--- config.mk ---
export PLATFORM = sky130hd
export DESIGN_NAME = led_pio_ctrl
export DESIGN_NICKNAME = d
export VERILOG_FILES = /design/src/rtl/led_pio_ctrl.sv
export SDC_FILE = /design/constraint.sdc
export NUM_CORES = 1
export LEC_CHECK = 0
export BUFFER_PORTS_ARGS = -buffer_cell sky130_fd_sc_hd__buf_2
export CAP_MARGIN = 10
export CORE_ASPECT_RATIO = 0.75
export CORE_MARGIN = 3
export CORE_UTILIZATION = 43
export CTS_BUF_LIST = sky130_fd_sc_hd__clkbuf_8 sky130_fd_sc_hd__clkbuf_16
export DETAILED_ROUTE_END_ITERATION = 16
export GPL_TIMING_DRIVEN = 0
export PLACE_DENSITY = 0.77
export REMOVE_ABC_BUFFERS = 1
export SYNTH_ARGS = -nofsm -noshare
export SYNTH_HDL_FRONTEND = slang
export SYNTH_SLANG_ARGS = --single-unit
--- constraint.sdc ---
create_clock -name clk_clk -period 1.7 [get_ports clk_clk]
set_input_delay 0.51 -clock clk_clk [delete_from_list [all_inputs] [get_ports clk_clk]]
set_output_delay 0.51 -clock clk_clk [all_outputs]
set_load 0.01 [all_outputs]
--- src/rtl/led_pio_ctrl.sv ---
// led_pio_ctrl: Avalon-MM LED/GPIO output port with atomic SET/CLR/TOGGLE writes
// and an optional hardware blink engine, compiled in when LED_PIO_BLINK_EN is defined.
module led_pio_ctrl #(
  parameter int unsigned WIDTH     = 8,
  parameter int unsigned DIV_W     = 24,
  parameter logic [31:0] RESET_VAL = 32'h0
) (
  input  logic             clk_clk,
  input  logic             reset_reset,
  input  logic [2:0]       avs_address,
  input  logic             avs_read,
  input  logic             avs_write,
  input  logic [31:0]      avs_writedata,
  output logic [31:0]      avs_readdata,
  output logic [WIDTH-1:0] led_wire_export
);

  typedef enum logic [2:0] {
    ADDR_DATA   = 3'd0,
    ADDR_SET    = 3'd1,
    ADDR_CLR    = 3'd2,
    ADDR_TOGGLE = 3'd3,
    ADDR_MASK   = 3'd4,
    ADDR_DIV    = 3'd5,
    ADDR_STATUS = 3'd6,
    ADDR_RSVD   = 3'd7
  } reg_addr_e;

  reg_addr_e        addr;
  logic [WIDTH-1:0] wdata;
  logic [WIDTH-1:0] data_q;
  logic [WIDTH-1:0] blink_bits;
  logic [31:0]      rd_mask;
  logic [31:0]      rd_div;
  logic [31:0]      rd_status;
  logic [31:0]      rd_mux;
  logic             unused_wdata;

  assign addr         = reg_addr_e'(avs_address);
  assign wdata        = avs_writedata[WIDTH-1:0];
  // Bits above WIDTH/DIV_W are deliberately dropped.
  assign unused_wdata = ^avs_writedata;

  // NOTE: registered state uses non-blocking (<=) so every flop samples pre-edge values.
  always_ff @(posedge clk_clk or posedge reset_reset) begin
    if (reset_reset) begin
      data_q <= RESET_VAL[WIDTH-1:0];
    end else if (avs_write) begin
      case (addr)
        ADDR_DATA:   data_q <= wdata;
        ADDR_SET:    data_q <= data_q | wdata;
        ADDR_CLR:    data_q <= data_q & ~wdata;
        ADDR_TOGGLE: data_q <= data_q ^ wdata;
        default:     ;
      endcase
    end
  end

`ifdef LED_PIO_BLINK_EN
  logic [WIDTH-1:0] mask_q;
  logic [DIV_W-1:0] div_q;
  logic [DIV_W-1:0] cnt_q;
  logic             phase_q;
  logic             div_wr;

  assign div_wr = avs_write && (addr == ADDR_DIV);

  always_ff @(posedge clk_clk or posedge reset_reset) begin
    if (reset_reset) begin
      mask_q <= '0;
      div_q  <= '0;
    end else if (avs_write) begin
      if (addr == ADDR_MASK) mask_q <= wdata;
      if (addr == ADDR_DIV)  div_q  <= avs_writedata[DIV_W-1:0];
    end
  end

  // A BLINK_DIV write restarts the period, so a smaller divisor never wraps the counter.
  always_ff @(posedge clk_clk or posedge reset_reset) begin
    if (reset_reset) begin
      cnt_q   <= '0;
      phase_q <= 1'b0;
    end else if (div_wr || (div_q == '0)) begin
      cnt_q   <= '0;
      phase_q <= 1'b0;
    end else if (cnt_q == div_q) begin
      cnt_q   <= '0;
      phase_q <= ~phase_q;
    end else begin
      cnt_q   <= cnt_q + DIV_W'(1);
    end
  end

  assign blink_bits = mask_q & {WIDTH{phase_q}};
  assign rd_mask    = 32'(mask_q);
  assign rd_div     = 32'(div_q);
  assign rd_status  = {30'b0, (div_q != '0), phase_q};
`else
  assign blink_bits = '0;
  assign rd_mask    = '0;
  assign rd_div     = '0;
  assign rd_status  = '0;
`endif

  // NOTE: rd_mux gets its default first, so no path leaves it unassigned (no latch).
  always_comb begin
    rd_mux = '0;
    case (addr)
      ADDR_DATA:   rd_mux = 32'(data_q);
      ADDR_MASK:   rd_mux = rd_mask;
      ADDR_DIV:    rd_mux = rd_div;
      ADDR_STATUS: rd_mux = rd_status;
      default:     rd_mux = '0;
    endcase
  end

  // Read data is captured from pre-write state and held until the next read.
  always_ff @(posedge clk_clk or posedge reset_reset) begin
    if (reset_reset) begin
      avs_readdata <= '0;
    end else if (avs_read) begin
      avs_readdata <= rd_mux;
    end
  end

  always_ff @(posedge clk_clk or posedge reset_reset) begin
    if (reset_reset) begin
      led_wire_export <= RESET_VAL[WIDTH-1:0];
    end else begin
      led_wire_export <= data_q ^ blink_bits;
    end
  end

endmodule

Yosys cells after proc, flatten, opt, wreduce, memory -nomap -nowiden
Index checks and enable logic that the tools add are counted.
- register bits: 48
- input port bits: 39
- logic and storage cells: 15
- eq/ne operators: 3
- multiplexer cells: 2
- bitwise gates (word level): 4
- reduce and logical (&&, ||, !) cells: 3
- operator list (cell ; count):
    $pmux W8 S4 ; 1
    $and A8 B8 Y8 ; 1
    $mux W8 ; 1
    $not A8 Y8 ; 1
    $or A8 B8 Y8 ; 1
    $xor A8 B8 Y8 ; 1
    $eq A3 B2 Y1 const B ; 2
    $reduce_bool A4 Y1 ; 1
    $eq A3 B1 Y1 const B ; 1
    $logic_not A3 Y1 ; 1
    $reduce_and A2 Y1 ; 1

Logic depth before layout (Yosys ltp)
Gate-level depths: netlist of run 1.
- word-level depth: 3
- gate-level depth with buffers: 5
- gate-level depth less buffers: 5

Worst setup path before layout of run 1
OpenSTA, ideal clock, no wires.
- path type: input to register
- start: in avs_address[0]
- end: reg avs_readdata[1]
- library setup time: 83 ps
- arrival time: 1272 ps
- required time: 1617 ps
- path slack: 345 ps
- stages on the path: 4
- path buffers: 1
- path through: buf_2 -> nor4b_2 -> nand2_1 -> o21ai_0
- word-level cells in the longest chain between the ends: 2
- RTL lines (item ; line ; text):
    from (decl) ; 10 ; input logic [2:0] avs_address,
    $logic_not A3 Y1 ; 108 ; case (addr)
    $mux W8 ; 108 ;
    to (signal assigned) ; 122 ; avs_readdata <= rd_mux;
    to (decl) ; 14 ; output logic [31:0] avs_readdata,
Every way passes these cells.
A chain may end at the register's enable or synchronous reset.

Worst setup path after layout of run 1
- start: in avs_address[0]
- end: reg avs_readdata[2]
The elaborated chain is that of the path after synthesis.

==> results of run 1 <==
## sequential cells by signal, indices dropped and copies added (netlist names)
name	flops
avs_readdata	8
data_q	8
led_wire_export	8
## cell families (layout without fill, tap and decap cells)
kind of cell	after synthesis	count (layout)	share of synthesized area
mux	9	9	0.0620
simple gates	27	27	0.0824
fa+ha+maj	16	16	0.136
buf+inv	54	59	0.206
flops	24	24	0.408
other cells	1	24	0.00255
compound gates	23	23	0.103
## per-layer routing
metal	vias up	track usage	routed length, um	part of all wire
met5	-	0	0	0
met4	0	0.0388	10	0.0039
met3	2	0.0268	325	0.13
met2	59	0.186	1100	0.43
met1	467	0.172	1150	0.44
li1	507	-	-	-
## cell usage in the layout (no fill, tap or decap)
| cell | count |
|---|---|
| ha_1 | 16 |
| or2_1 | 1 |
| conb_1 | 24 |
| mux2_2 | 1 |
| mux2i_1 | 8 |
| nand2b_1 | 1 |
| buf_2 | 30 |
| o221ai_2 | 1 |
| inv_1 | 25 |
| bufinv_16 | 1 |
| dfrtp_1 | 24 |
| o221ai_1 | 7 |
| nor4b_2 | 1 |
| clkbuf_8 | 3 |
| nand3b_1 | 1 |
| o21ai_0 | 15 |
| nand2_1 | 23 |
## area by class of cell
cell class                 count  area [um2]
clock buffer                   3        41.3
clock inverter                 1        30.0
fill                         296        1490
inverter                      25        93.8
multi-input combinational     99         654
sequential                    24         601
tap                           38        47.5
timing repair buffer          30         150
## power groups by stage
stage / sequential, mW / clock [mW] / combinational [mW]
floorplan: 0.740 / 0 / 0.182
global placement: 0.731 / 0 / 0.303
detailed placement: 0.735 / 0 / 0.319
CTS: 0.725 / 0.495 / 0.320
global route: 0.738 / 0.520 / 0.365
finish: 0.724 / 0.486 / 0.316
## final timing paths
kind	depth (start not counted)	slack [ns]	end
min	2	0.41	avs_readdata[0]
min reg2reg	0	0.48	led_wire_export[0]
min in group clk_clk	0	0.48	led_wire_export[0]
max reg2reg	4	0.51	data_q[2]
max in group asynchronous	2	0.75	led_wire_export[6]
max	4	0.21	avs_readdata[2]
## through the flow
| step | utilization | total power, mW | std cells | setup TNS (ns) |
|---|---|---|---|---|
| finish | 0.521 | 1.53 | 220 | 0 |
| global route | 0.521 | 1.62 | 220 | 0 |
| CTS | 0.521 | 1.54 | 220 | 0 |
| detailed placement | 0.498 | 1.05 | 216 | -0.490 |
| global placement | 0.498 | 1.03 | 216 | -0.0550 |
| floorplan | - | 0.922 | 148 | 0 |
==> key figures, run 1 <==
Outcome
  – Status: finished, final reports clean

Route
  – TritonRoute pass-1 iters: 4
  – Drt wl/cell: 11.7 um
  – Wirelength, routed: 2580 um
  – DRC: 0
  – Initial drt markers: 29
  – Vias: 1035
  – Routed Antenna Nets: 0
  – Vias per inst: 4.70

Global route
  – First-pass GRT wire length: 3950 um
  – Largest net degree at the start of global routing: 25
  – Total Routing Usage GR: 0.122
  – Number of global-route vias before repair: 875
  – Initial antenna violation count: 0
  – Gr ovfl total: 0

STA
  – FMAX: 671 MHz
  – Fin Hold WS: 0.413 ns
  – Tightest Pin Transition: 0.862 ns
  – Post-Route Skew: 0.00697 ns
  – Final setup viols: 0
  – Slew Limit Headroom: 0.425
  – Final Hold Vio Count: 0
  – RSZ-0062 raised after global routing: false
  – Fin crit share: 0.876
  – Tmin final: 1.49 ns
  – Final Max Tran Viols: 0
  – Final WS setup: 0.210 ns

Placed design
  – Final GP Congestion: 0.750
  – I/O Buffers: 30
  – Setup slack at placement: -0.0731 ns
  – Placed Area: 1550 um2
  – DP HPWL: 1990 um

Layout
  – Final nets: 238
  – Share of post-route cells with drive strength above 1: 0.203
  – Antenna cell count: 0
  – Final instance area: 1620 um2
  – Area Overhead vs Synth: 9.86%

Synthesis
  – Sequential area share after synthesis: 0.408
  – Register bit count reported by yosys: 24
  – EDFF count, synth: 0
  – Mapped Avg Cell Area: 9.56 um2
  – Post-Syn Instances: 154
  – Yosys top cell area share: 0.408
  – Largest area contributor in the netlist: dfrtp_1
  – Synth cell types: 18
  – Synth area leaders: dfrtp_1 41%, ha_1 14%, buf_4 12%, inv_1 6.4%, nand2_1 5.9%
  – Synth warn: 0
  – Ys async rst share: 1.00
  – Cell area after synthesis: 1470 um2
  – Ys flop type: dfrtp_1
  – Top cells by count, synth: 25 x inv_1, 24 x buf_4, 24 x dfrtp_1
  – Cell with the most instances after synthesis: inv_1

Clock network
  – Clock buffers created by TritonCTS: 3
  – Cts-stage hold buffer count: 0
  – Root Buffer: clkbuf_8
  – CTS sink cnt: 24
  – Postcts setup bufs: 0
  – Clk Latency, worst-skew pair: 0.26 ns
  – Post-CTS Resized: 0
  – Clock Path Buffers: 2
  – TritonCTS clock tree: built
  – Htree depth: 1
  – Clk slew on worst S/H paths: 0.08 ns

Power and ir drop
  – Leak Pwr: 0.896 nW
  – Max VDD drop: 0.000485 V
  – Comb pwr share: 0.207
  – Psw: 0.427 mW
  – Clock share of power: 0.318
  – Power Density: 943 nW/um2
  – Flop pwr share: 0.475
  – Internal cell power: 1.10 mW
  – Net Sw Frac: 0.280

Worst setup path
  – Crit. Startpoint: avs_address[0]
  – Sum of buffers and inverters on the critical path: 1
  – CP max FO: 24
  – Critical setup path kind: input port to register
  – Worst setup SP type: input port
  – Setup crit end kind: register
  – Crit path largest cell delay: 0.68 ns
  – Crit path max-delay cell type: nor4b_2
  – CP Data Arrival Time: 1.66 ns
  – CP cell instances: buf_2 > nor4b_2 > nand2_1 > o21ai_0
  – CP required: 1.87 ns
  – Reg-to-reg critical path startpoint: data_q[2]
  – Crit path max-delay family: simple AND/OR/NAND/NOR gates

Floorplan
  – Die Height: 56.7 um
  – I/O pin total: 79
  – Die width: 73.6 um
  – Row count: 17
  – Die area: 4170 um2
  – Starting density of the core: 0.474
  – Std-Cell Core Area: 3110 um2

Job
  – # Max-Cap Violations: 0

Min path
  – Hold WC Path Type: input port to asynchronous set/reset pin
Note: power is estimated with default switching activity, not from simulation.
==> run 2, diff against run 1 <==
--- a/config.mk
+++ b/config.mk
@@ -14,6 +14,7 @@
 export DETAILED_ROUTE_END_ITERATION = 16
 export GPL_TIMING_DRIVEN = 0
 export PLACE_DENSITY = 0.77
+export RECOVER_POWER = 100
 export REMOVE_ABC_BUFFERS = 1
 export SYNTH_ARGS = -nofsm -noshare
 export SYNTH_HDL_FRONTEND = slang
==> run 2 against run 1 <==
Net effect:
- non-clock buffer count did not move
- combinational power fell by 4%
- total power fell by 0.58%
- critical path type unchanged
==> key figures, run 2 (same netlist as run 1, synthesis figures left out) <==
Power and ir drop
  – Leak Pwr: 0.835 nW (-6.8%)
  – Pwr Total: 1.52 mW (-0.58%)
  – Power Density: 949 nW/um2 (+0.66%)
  – Max VDD drop: 0.000483 V (-0.44%)

Worst setup path
  – Setup crit end kind: register
  – CP required: 1.81 ns (-0.06 ns)
  – Critical setup path kind: input port to register
  – CP max FO: 9 (-63%)
  – CP Data Arrival Time: 1.62 ns (-0.04 ns)
  – Worst setup SP type: input port

Layout
  – Area Overhead vs Synth: 8.50%
  – Most frequent cells in the layout: 25 x inv_1, 24 x conb_1, 24 x dfrtp_1
  – Multi-input logic area: 654 um2 (unchanged)
  – FF+latch area: 601 um2 (unchanged)
  – Most common cell after layout, fill and taps aside: inv_1
  – Share of post-route cells with drive strength above 1: 0.115 (-0.0879)
  – Non-filler instance count after layout: 220 (unchanged)
  – Fillers: 302 (+2.0%)
  – Biggest regs: avs_readdata (8), data_q (8), led_wire_export (8)
  – Post-layout util: 0.515 (-0.00645)
  – Antenna cell count: 0 (unchanged)
  – Final instance area: 1600 um2 (-1.2%)
  – Final nets: 238 (unchanged)

Global route
  – Largest net degree at the start of global routing: 25 (unchanged)
  – First-pass GRT wire length: 3950 um (unchanged)
  – Met2 Usage GRT: 0.186 (unchanged)
  – Met1 usage: 0.172 (unchanged)
  – Global routing's busiest layer: met2
  – Gr ovfl total: 0 (unchanged)
  – Met3 GRT Util: 0.0268 (unchanged)
  – Initial antenna violation count: 0 (unchanged)
  – Total Routing Usage GR: 0.122 (unchanged)
  – Number of global-route vias before repair: 875 (unchanged)

Floorplan
  – Die Height: 56.7 um (unchanged)
  – Starting density of the core: 0.474 (unchanged)
  – Die width: 73.6 um (unchanged)
  – I/O pin total: 79 (unchanged)
  – Row count: 17 (unchanged)
  – Std-Cell Core Area: 3110 um2 (unchanged)
  – Die area: 4170 um2 (unchanged)

Job
  – # Max-Cap Violations: 0 (unchanged)

STA
  – Tightest Pin Transition: 0.860 ns (-0.00152 ns)
  – Final setup viols: 0 (unchanged)
  – Final Max Tran Viols: 0 (unchanged)
  – Final WS setup: 0.191 ns (-0.0194 ns)
  – Tmin final: 1.51 ns (+0.0194 ns)
  – Fin crit share: 0.888 (+0.0114)
  – Final Hold Vio Count: 0 (unchanged)
  – RSZ-0062 raised after global routing: false
  – FMAX: 663 MHz (-1.3%)
  – Fin Hold WS: 0.409 ns (-0.00398 ns)
  – Setup TNS: 0 ns (unchanged)
  – Slew Limit Headroom: 0.426 (+0.00102)
  – Post-Route Skew: 0.00779 ns (+0.000825 ns)

Placed design
  – Dpl cells: 216 (unchanged)
  – Placed Area: 1550 um2 (unchanged)
  – DP HPWL: 1990 um (unchanged)
  – Setup slack at placement: -0.0731 ns (unchanged)
  – I/O Buffers: 30 (unchanged)
  – Final GP Congestion: 0.750 (unchanged)

Clock network
  – Clk Latency, worst-skew pair: 0.26 ns (about the same)
  – TritonCTS clock tree: built
  – Postcts setup bufs: 0 (unchanged)
  – Htree depth: 1 (unchanged)
  – Clk slew on worst S/H paths: 0.09 ns (about the same)
  – Clock buffers created by TritonCTS: 3 (unchanged)
  – Post-CTS Resized: 0 (unchanged)
  – CTS sink cnt: 24 (unchanged)
  – Cts-stage hold buffer count: 0 (unchanged)
  – Clock Path Buffers: 2 (unchanged)
  – Root Buffer: clkbuf_8

Route
  – Initial drt markers: 35 (+21%)
  – Vias per inst: 4.70 (-0.19%)
  – TritonRoute pass-1 iters: 5 (+1)
  – DRC: 0 (unchanged)
  – Drt wl/cell: 12.0 um (+2.0%)
  – Routed Antenna Nets: 0 (unchanged)
  – Wirelength, routed: 2630 um (+2.0%)
  – Vias: 1033 (-0.19%)

Outcome
  – Status: finished, final reports clean

Min path
  – Hold WC Path Type: input port to asynchronous set/reset pin
==> run 2: cell count changes in the layout (fill, tap and decap cells not counted) <==
cell / before / now
clkbuf_1: 0 / 16
or2_0: 0 / 1
buf_2: 30 / 14
or2_1: 1 / 0
==> run 2: worst paths after layout <==
path | startpoint | to | slack, ns | depth (start not counted)
min in group clk_clk | data_q[0] | led_wire_export[0] | 0.47 | 0
setup / recovery | avs_address[2] | data_q[7] | 0.19 | 4
hold reg to reg | data_q[0] | led_wire_export[0] | 0.47 | 0
setup reg to reg | data_q[2] | data_q[2] | 0.50 | 4
max in group asynchronous | reset_reset | led_wire_export[6] | 0.75 | 2
hold / removal | reset_reset | avs_readdata[4] | 0.41 | 2
==> run 2: worst max-delay path, stage by stage <==
cell and delay [ns]:
buf_2 0.11, nand2b_1 0.30, or2_0 0.50, o221ai_1 0.19
==> run 2: area by class of cell <==
| class | count | share of cell area |
|---|---|---|
| clock buffers | 3 | 0.0258 |
| clock inverters | 1 | 0.0188 |
| inverters | 25 | 0.0587 |
| multi-input cells | 99 | 0.410 |
| flip-flops and latches | 24 | 0.376 |
| well taps | 38 | 0.0298 |
| repair buffers | 30 | 0.0814 |
==> run 2: routing by layer <==
layer	vias up	routed length [um]
met2	54	1130
met5	-	0
li1	504	-
met4	0	10
met1	473	1190
met3	2	301
==> run 2: report_power, final <==
| part | internal [mW] | switching, mW | leakage [nW] | total, mW |
|---|---|---|---|---|
| Combinational | 0.118 | 0.186 | 0.489 | 0.304 |
| Clock | 0.314 | 0.173 | 0.0357 | 0.487 |
| Sequential | 0.653 | 0.0723 | 0.310 | 0.726 |
